**config.mk**
```make
export PLATFORM = sky130hd
export DESIGN_NAME = run_event_recorder_flat
export DESIGN_NICKNAME = d
export VERILOG_FILES = /design/src/rtl/run_event_recorder_if.sv /design/src/rtl/run_event_recorder.sv /design/src/flat_wrapper.sv
export SDC_FILE = /design/constraint.sdc
export NUM_CORES = 1
export LEC_CHECK = 0
export BUFFER_PORTS_ARGS = -buffer_cell sky130_fd_sc_hd__buf_2
export CAP_MARGIN = 20
export CORE_UTILIZATION = 40
export DETAILED_ROUTE_END_ITERATION = 10
export PLACE_DENSITY_LB_ADDON = 0.2
export SETUP_SLACK_MARGIN = 0.15
export SYNTH_ARGS = -nofsm -noshare
export SYNTH_HDL_FRONTEND = slang
export SYNTH_SLANG_ARGS = --single-unit
export TNS_END_PERCENT = 100
```
**constraint.sdc**
```tcl
create_clock -name clk -period 2.7 [get_ports clk]
set_input_delay 0.135 -clock clk [delete_from_list [all_inputs] [get_ports clk]]
set_output_delay 0.135 -clock clk [all_outputs]
set_load 0.005 [all_outputs]
```
**src/rtl/run_event_recorder_if.sv**
```systemverilog
// run_event_recorder_if: run-detect inputs and the record stream of run_event_recorder.
// rec_data widens by TS_W when RUN_TIMESTAMP_EN is defined.
interface run_event_recorder_if #(
   parameter int LEN_W = 8,
   parameter int CNT_W = 16,
   parameter int TS_W  = 16
);
`ifdef RUN_TIMESTAMP_EN
   localparam int RW = TS_W + LEN_W + 1;
`else
   localparam int RW = LEN_W + 1;
`endif
   logic             z;
   logic [3:0]       y;
   logic             rec_ready;
   logic             clr_ovf;
   logic             rec_valid;
   logic [RW-1:0]    rec_data;
   logic             ovf;
   logic [CNT_W-1:0] evt_cnt;
   modport master (
      input  z, y, rec_ready, clr_ovf,
      output rec_valid, rec_data, ovf, evt_cnt
   );
   modport slave (
      output z, y, rec_ready, clr_ovf,
      input  rec_valid, rec_data, ovf, evt_cnt
   );
endinterface

```
**src/rtl/run_event_recorder.sv**
```systemverilog
// run_event_recorder: measures z-high runs and queues {[ts,] pol, len} records in a show-ahead FIFO.
// Optional RUN_TIMESTAMP_EN adds a free-running timestamp captured at each run's first z=1 sample.
module run_event_recorder #(
   parameter int LEN_W = 8,
   parameter int DEPTH = 4,
   parameter int CNT_W = 16,
   parameter int TS_W  = 16
) (
   input  logic                clk,
   input  logic                aclr,
   run_event_recorder_if.master bus
);
   localparam int AW = $clog2(DEPTH);
`ifdef RUN_TIMESTAMP_EN
   localparam int RW = TS_W + LEN_W + 1;
`else
   localparam int RW = LEN_W + 1;
`endif
   typedef enum logic [1:0] {S_IDLE, S_RUN, S_COMMIT} state_t;
   state_t           r_state, w_state_nxt;
   logic             r_z_q, r_pol_q, r_pol, r_ovf;
   logic [LEN_W-1:0] r_len;
   logic [CNT_W-1:0] r_evt_cnt;
   logic [RW-1:0]    r_mem [DEPTH];
   logic [AW:0]      r_wp, r_rp;
   logic             w_start, w_push, w_pop, w_full, w_empty, w_wr, w_drop;
   logic [RW-1:0]    w_rec;
`ifdef RUN_TIMESTAMP_EN
   logic [TS_W-1:0]  r_tsc, r_ts_q, r_ts;
   assign w_rec = {r_ts, r_pol, r_len};
   always_ff @(posedge clk or negedge aclr) begin
      if (!aclr) begin
         r_tsc  <= '0;
         r_ts_q <= '0;
         r_ts   <= '0;
      end else begin
         r_tsc  <= r_tsc + 1'b1;
         r_ts_q <= r_tsc;
         if (w_start) r_ts <= r_ts_q;
      end
   end
`else
   assign w_rec = {r_pol, r_len};
`endif
   // polarity is delayed alongside z so each run's pol comes from its own first sample
   always_ff @(posedge clk or negedge aclr) begin
      if (!aclr) begin
         r_z_q   <= 1'b0;
         r_pol_q <= 1'b0;
      end else begin
         r_z_q   <= bus.z;
         r_pol_q <= bus.y[3];
      end
   end
   always_ff @(posedge clk or negedge aclr) begin
      if (!aclr) r_state <= S_IDLE;
      else       r_state <= w_state_nxt;
   end
   always_comb begin
      w_state_nxt = r_state;
      w_start     = 1'b0;
      w_push      = 1'b0;
      case (r_state)
         S_IDLE: begin
            w_start     = r_z_q;
            w_state_nxt = r_z_q ? S_RUN : S_IDLE;
         end
         S_RUN: w_state_nxt = r_z_q ? S_RUN : S_COMMIT;
         S_COMMIT: begin
            w_push      = 1'b1;
            w_start     = r_z_q;
            w_state_nxt = r_z_q ? S_RUN : S_IDLE;
         end
         default: w_state_nxt = S_IDLE;
      endcase
   end
   always_ff @(posedge clk or negedge aclr) begin
      if (!aclr) begin
         r_len <= '0;
         r_pol <= 1'b0;
      end else if (w_start) begin
         r_len <= LEN_W'(1);
         r_pol <= r_pol_q;
      end else if (r_state == S_RUN && r_z_q && r_len != '1) begin
         r_len <= r_len + 1'b1;
      end
   end
   // a full FIFO still accepts a push when the head leaves in the same cycle
   assign w_empty       = r_wp == r_rp;
   assign w_full        = (r_wp ^ r_rp) == {1'b1, {AW{1'b0}}};
   assign w_pop         = !w_empty && bus.rec_ready;
   assign w_wr          = w_push && (!w_full || w_pop);
   assign w_drop        = w_push && w_full && !w_pop;
   assign bus.rec_valid = !w_empty;
   assign bus.rec_data  = w_empty ? '0 : r_mem[r_rp[AW-1:0]];
   assign bus.ovf       = r_ovf;
   assign bus.evt_cnt   = r_evt_cnt;
   always_ff @(posedge clk) begin
      if (w_wr) r_mem[r_wp[AW-1:0]] <= w_rec;
   end
   always_ff @(posedge clk or negedge aclr) begin
      if (!aclr) begin
         r_wp      <= '0;
         r_rp      <= '0;
         r_ovf     <= 1'b0;
         r_evt_cnt <= '0;
      end else begin
         r_wp  <= r_wp + (AW+1)'(w_wr);
         r_rp  <= r_rp + (AW+1)'(w_pop);
         r_ovf <= w_drop || (r_ovf && !bus.clr_ovf);
         if (w_push && r_evt_cnt != '1) r_evt_cnt <= r_evt_cnt + 1'b1;
      end
   end
endmodule
```
**src/flat_wrapper.sv**
```systemverilog
// flat-port wrapper written by rule: the top's interface ports become plain ports
module run_event_recorder_flat 
#(
   parameter int LEN_W = 8,
   parameter int DEPTH = 4,
   parameter int CNT_W = 16,
   parameter int TS_W  = 16
)
  (clk, aclr, bus_z, bus_y, bus_rec_ready, bus_clr_ovf, bus_rec_valid, bus_rec_data, bus_ovf, bus_evt_cnt);
  run_event_recorder_if #(.LEN_W(LEN_W), .CNT_W(CNT_W), .TS_W(TS_W)) bus_i ();
  input  logic clk;
  input  logic aclr;
  input wire logic [$bits(bus_i.z)-1:0] bus_z;
  input wire logic [$bits(bus_i.y)-1:0] bus_y;
  input wire logic [$bits(bus_i.rec_ready)-1:0] bus_rec_ready;
  input wire logic [$bits(bus_i.clr_ovf)-1:0] bus_clr_ovf;
  output wire logic [$bits(bus_i.rec_valid)-1:0] bus_rec_valid;
  output wire logic [$bits(bus_i.rec_data)-1:0] bus_rec_data;
  output wire logic [$bits(bus_i.ovf)-1:0] bus_ovf;
  output wire logic [$bits(bus_i.evt_cnt)-1:0] bus_evt_cnt;
  assign bus_i.z = bus_z;
  assign bus_i.y = bus_y;
  assign bus_i.rec_ready = bus_rec_ready;
  assign bus_i.clr_ovf = bus_clr_ovf;
  assign bus_rec_valid = bus_i.rec_valid;
  assign bus_rec_data = bus_i.rec_data;
  assign bus_ovf = bus_i.ovf;
  assign bus_evt_cnt = bus_i.evt_cnt;
  run_event_recorder #(.LEN_W(LEN_W), .DEPTH(DEPTH), .CNT_W(CNT_W), .TS_W(TS_W)) u_core (.clk(clk), .aclr(aclr), .bus(bus_i));
endmodule
```
== Yosys cells after proc, flatten, opt, wreduce, memory -nomap -nowiden ==
Memory sizes are Yosys's and may differ from the RTL's.
Cells that the tools add are included.

* Register bits after elaboration: 36
* Bits in writable memories: 36
* Output and inout port bits: 27
* Memories kept: 1

{| class="wikitable"
|+ Memory list
! memory !! words !! bits a word !! rd ports !! clocked after memory_dff !! wr ports !! line !! text
|-
| u_core.r_mem || 4 || 9 || 1 || 0 || 1 || run_event_recorder.sv:24 || <nowiki>logic [RW-1:0] r_mem [DEPTH];</nowiki>
|}

* Add/sub/neg operators: 4
* Equal/unequal tests: 6
* Mux-type cells: 10
* Bitwise operators: 1
* Reductions and logical operators: 17

{| class="wikitable"
|+ Operators with widths
! kind !! number
|-
| adder 16 x 1 -> 16 bit (second input constant) || 1
|-
| two-way mux 8 bit || 2
|-
| != test 16 bit (second input constant) || 1
|-
| two-way mux 9 bit || 1
|-
| adder 8 x 1 -> 8 bit (second input constant) || 1
|-
| logical AND 1 bit || 8
|-
| != test 8 bit (second input constant) || 1
|-
| adder 3 x 1 -> 3 bit || 2
|-
| two-way mux 1 bit || 5
|-
| logical NOT 1 bit || 4
|-
| case mux 2 bit (2 select lines) || 1
|-
| equality test 3 bit || 1
|-
| equality test 3 bit (second input constant) || 1
|-
| bitwise XOR 3 bit || 1
|-
| equality test 2 x 1 -> 1 bit (second input constant) || 1
|-
| equality test 2 bit (second input constant) || 1
|-
| logical NOT 2 bit || 1
|-
| logical OR 1 bit || 2
|-
| two-way mux 2 bit || 1
|-
| nonzero test 2 bit || 1
|-
| OR reduction 2 bit || 1
|}

== Longest topological paths before layout ==
* Word-level depth: 7
* Depth in mapped cells: 9

== Least setup slack after synthesis ==
Ideal clock, no wire load.

* Kind: register to register
* Start: reg u_core.r_rp[1]
* End: mem u_core.r_mem[0][0] in the netlist's numbering (enable)
* Library setup time: 389 ps
* Arrival time: 1809 ps
* Path slack: 502 ps
* Stages on the path, launching flop included: 5
* Path buffers: 1
* Clock period less this slack: 2198 ps
* Cell sequence: dfrtp_1 -> buf_2 -> xnor2_1 -> a41oi_1 -> nor3b_1

* Word-level cells in the longest chain between the ends: 7

{| class="wikitable"
|+ Ends and longest elaborated chain
! element !! line !! text
|-
| start: declaration || run_event_recorder.sv:25 || <nowiki>logic [AW:0] r_wp, r_rp;</nowiki>
|-
| start signal: assignment || run_event_recorder.sv:109 || <nowiki>r_rp <= r_rp + (AW+1)'(w_pop);</nowiki>
|-
| bitwise XOR 3 bit or equality test 3 bit (tied branches) || run_event_recorder.sv:90, run_event_recorder.sv:89 ||
|-
| equality test 3 bit or logical NOT 1 bit (tied branches) || run_event_recorder.sv:90, run_event_recorder.sv:91 ||
|-
| logical NOT 1 bit or logical AND 1 bit (tied branches) || run_event_recorder.sv:92, run_event_recorder.sv:91 ||
|-
| logical OR 1 bit * || run_event_recorder.sv:92 || <nowiki>assign w_wr = w_push && (!w_full || w_pop);</nowiki>
|-
| logical AND 1 bit * || run_event_recorder.sv:92 ||
|-
| two-way mux 1 bit * || run_event_recorder.sv:99 || <nowiki>if (w_wr) r_mem[r_wp[AW-1:0]] <= w_rec;</nowiki>
|-
| two-way mux 1 bit (implied by the code) * || run_event_recorder.sv:99 ||
|-
| end: declaration || run_event_recorder.sv:24 ||
|}

Mark *: on every way between the ends. The rest lies on a longest branch, timed or not.

== Final worst setup path ==
* Start: reg u_core.r_wp[1]
* End: mem u_core.r_mem[3][6] in the netlist's numbering (enable)

* Word-level cells in the longest chain between the ends: 7

{| class="wikitable"
|+ Ends and longest elaborated chain
! element !! line !! text
|-
| start: declaration || run_event_recorder.sv:25 ||
|-
| start signal: assignment || run_event_recorder.sv:108 || <nowiki>r_wp <= r_wp + (AW+1)'(w_wr);</nowiki>
|-
| bitwise XOR 3 bit or equality test 3 bit (tied branches) || run_event_recorder.sv:90, run_event_recorder.sv:89 ||
|-
| equality test 3 bit or logical NOT 1 bit (tied branches) || run_event_recorder.sv:90, run_event_recorder.sv:91 ||
|-
| logical NOT 1 bit or logical AND 1 bit (tied branches) || run_event_recorder.sv:92, run_event_recorder.sv:91 ||
|-
| logical OR 1 bit || run_event_recorder.sv:92 ||
|-
| logical AND 1 bit || run_event_recorder.sv:92 ||
|-
| two-way mux 1 bit || run_event_recorder.sv:99 ||
|-
| two-way mux 1 bit (implied by the code) || run_event_recorder.sv:99 ||
|}

Several ways; a longest one is shown, not always the timed one.

==> summary by stage <==
Clock tree
The clock transition at the register clock pins on the worst setup and hold paths after CTS is 0.07 ns. Counting along the longest clock path gives a buffer depth of 2. The H-tree was split into 3 levels. At the later pin of the worst-skew pair, clock insertion delay measures 0.34 ns. The number of clock buffers inserted by TritonCTS is 9. The clock root buffer is sky130_fd_sc_hd__clkbuf_8. TritonCTS built the clock tree. Counting every sink on the clock net gives 72.

Pwr
In this run the static leakage power is 1.58 nW. The design draws 2.97 mW. The worst-case IR drop observed on VDD is 0.307 mV. The areal power density over the cells is 808 nW/um2.

Routing
Before antenna repair, the detailed router went through 4 iterations. The first-iteration detailed-routing DRC count is 62. Dividing the detail-routed wire length by the instance count gives 14.3 um. The post-detailed-route DRC marker count is 0. The detailed router placed 1823 vias in this run. The routed via count divided by cell count is 4.95.

The routed wire length is 5250 um. The remaining number of nets flagged by the antenna check after routing is 0.

Synth
Of all flip-flops after synthesis, the portion carrying an async set or reset was 0.500. The number of enable flip-flop cells after synthesis is 36. Of the synthesized area, sequential elements account for 0.631. The count of yosys warnings during synthesis is 0.

The average cell area after synthesis is 14.5 um2. In the post-synthesis netlist, the biggest area contributors are sky130_fd_sc_hd__edfxtp_1 34%, sky130_fd_sc_hd__dfrtp_1 29%, sky130_fd_sc_hd__mux4_2 6.5%, sky130_fd_sc_hd__xor2_1 4.2%, sky130_fd_sc_hd__ha_1 2.4%. The number of nets in the synthesized netlist is 231. The number of different library cells used by synthesis comes to 50.

sky130_fd_sc_hd__edfxtp_1 takes more of the synthesized area than any other cell. Among all flip-flop cells after synthesis, the most frequent one is sky130_fd_sc_hd__edfxtp_1. The synthesized area is 3140 um2.

The area share of the largest cell type after synthesis is 0.344. Ranked by instance count, the synthesized netlist is headed by 36 x sky130_fd_sc_hd__dfrtp_1, 36 x sky130_fd_sc_hd__edfxtp_1, 15 x sky130_fd_sc_hd__xor2_1. Counting flops and latches in the post-synthesis netlist gives 72. The instance count of the mapped netlist is 216.

Floorplan
The placement row count is 31. After floorplanning, the core was sized to cover 7410 um2. The count of pins on the block boundary is 36. The effective utilization at floorplan is 0.424. The total die area is 8210 um2. The floorplan step set the die width to 90.6 um. The vertical extent of the die is 90.6 um.

GRT
The residual overflow from global routing is 0. The global routing usage summed across all routing layers is 0.144. The number of antenna violations at the first check in global routing is 0. The global-route wire length before repair is 8990 um. The number of global-route vias before repair is 1746. Entering global routing, the biggest net connects 37 pins.

Critical path
STA classifies the critical path endpoint as a flip-flop. For the worst setup path, the data required time is 2.68 ns. The worst setup path is of the flip-flop to flip-flop kind. STA classifies the critical path startpoint as a flip-flop.

The largest fanout of any net on the critical path is 9. Data arrives at the worst endpoint at 1.90 ns.

Layout
The number of antenna diodes in the final layout is 0. The number of nets at the end of the flow is 279. In the final layout, the share of cells above drive strength 1 is 0.283. The area growth from synthesis to layout is 16.9%. After routing the design area is 3670 um2. At the end of the flow the core is filled with cells to 0.496. The final non-filler cell total is 368.

Outcome
The flow ran to the end, and the final reports show no timing, DRC or antenna violations.

Run
The number of maximum-capacitance constraint violations is 0.

STA
The number of failing setup endpoints in the final timing report is 0. The part of the cycle the worst path needs is 0.712. The headroom to the max-slew limit is 0.460. The actual slew at the worst max-slew pin is 0.810 ns. The hold violation total from the final report was 0. The max-slew violation count is 0. Across the routed clock network, the largest skew measured is 0.00684 ns. Setup repair after global routing left no endpoint under its margin. The maximum achievable frequency is 520 MHz. The final critical path time including I/O delays and setup is 1.92 ns. The final-layout setup total negative slack is 0 ns.

Place
After detailed placement, the total cell area comes to 3440 um2. The final HPWL from detailed placement is 3540 um. The number of buffer cells added on primary ports is 32. The placer's final routability congestion estimate is 0.744. In this run, placement finished with an instance count of 348.

Worst hold path
The path class of the tightest hold or removal check is primary input to flip-flop.
[stage by stage]
| stage | setup slack, ns | hold slack, ns |
|---|---|---|
| after global routing | 0.643 | 0.111 |
| after floorplan | 0.502 | -0.161 |
| after CTS | 0.743 | 0.0753 |
| after global placement | 0.786 | 0.244 |
| after detailed placement | 0.761 | 0.245 |
| final | 0.776 | 0.0939 |
[final timing paths]
| path | from | endpoint | slack (ns) | depth (start not counted) |
|---|---|---|---|---|
| max | u_core.r_wp[1] | u_core.r_mem[3][6] | 0.78 | 3 |
| min | bus_rec_ready | u_core.bus.ovf | 0.09 | 4 |
| max reg2reg | u_core.r_wp[1] | u_core.r_mem[3][6] | 0.78 | 3 |
| min reg2reg | u_core.r_pol_q | u_core.r_pol | 0.47 | 1 |
| max in group asynchronous | aclr | u_core.r_len[6] | 1.75 | 2 |
| min in group asynchronous | aclr | u_core.bus.evt_cnt[5] | 0.42 | 2 |
[metal layers]
metal	share of wire	vias to the layer above	routed length [um]	GRT usage
met5	0	-	0	0
met4	0.013	0	68	0.0806
met3	0.027	6	144	0.0278
met2	0.47	27	2450	0.211
met1	0.49	890	2590	0.202
li1	-	900	-	-
[final cells by class]
cell class	instances	area, um2
Fill cell	667	3740
Sequential cell	72	1980
Multi-Input combinational cell	134	1110
Timing Repair Buffer	42	245
Clock buffer	9	124
Tap cell	99	124
Clock inverter	7	62.6
Inverter	5	18.8
[placed cells by master (no fill, tap or decap), types with 3 or more instances in the layout]
| cell type | count |
|---|---|
| sky130_fd_sc_hd__nor2b_1 | 10 |
| sky130_fd_sc_hd__xor2_1 | 15 |
| sky130_fd_sc_hd__xnor2_1 | 4 |
| sky130_fd_sc_hd__clkbuf_8 | 9 |
| sky130_fd_sc_hd__dfrtp_1 | 36 |
| sky130_fd_sc_hd__buf_4 | 6 |
| sky130_fd_sc_hd__nor2_1 | 9 |
| sky130_fd_sc_hd__mux4_2 | 9 |
| sky130_fd_sc_hd__a211o_1 | 3 |
| sky130_fd_sc_hd__and3_1 | 5 |
| sky130_fd_sc_hd__ha_1 | 6 |
| sky130_fd_sc_hd__inv_1 | 5 |
| sky130_fd_sc_hd__buf_2 | 32 |
| sky130_fd_sc_hd__edfxtp_1 | 36 |
| sky130_fd_sc_hd__nand2_1 | 10 |
| sky130_fd_sc_hd__o21ai_0 | 4 |
| sky130_fd_sc_hd__dlygate4sd3_1 | 4 |
| sky130_fd_sc_hd__nand4_1 | 4 |
| sky130_fd_sc_hd__nor3b_1 | 3 |
| sky130_fd_sc_hd__nand3_1 | 10 |
| sky130_fd_sc_hd__nor3_1 | 9 |
[sequential cells by signal, summed over array words and instances, names as in the netlist]
signal and flops:
u_core.bus.evt_cnt 16, u_core.r_z_q 1, u_core.r_wp 3, u_core.r_pol_q 1, u_core.r_pol 1, u_core.r_len 8
u_core.bus.ovf 1, u_core.r_rp 3, u_core.r_mem 36, u_core.r_state 2
[power by group]
group          leakage [nW]  switching [mW]  internal [mW]
sequential            0.795           0.118           1.28
combinational         0.697           0.346          0.422
clock                0.0901           0.385          0.417
total                  1.58           0.848           2.12
[cell families (layout without fill, tap and decap cells)]
group / Yosys count / in the layout / synth area share
buffers and inverters: 10 / 63 / 0.0136
AO/OA/AOI/OAI: 16 / 16 / 0.0375
AND/OR/NAND/NOR: 80 / 80 / 0.161
adder cells (fa/ha/maj): 6 / 6 / 0.0239
flip-flops: 72 / 72 / 0.631
XOR/XNOR: 19 / 19 / 0.0530
multiplexers: 13 / 13 / 0.0797
[worst max-delay path, stage by stage (launching register included)]
cell,delay [ns]
sky130_fd_sc_hd__dfrtp_1,0.45
sky130_fd_sc_hd__xnor2_1,0.17
sky130_fd_sc_hd__a41oi_1,0.43
sky130_fd_sc_hd__and3_1,0.52
[timing repair]
item,4_1_cts,5_1_grt
endpoints found under the setup margin,0,0
gates resized for setup,0,0
hold endpoints to repair,39,0
hold buffers,4,0
setup buffers,0,0
No activity file was read; power rests on OpenSTA's default activity.
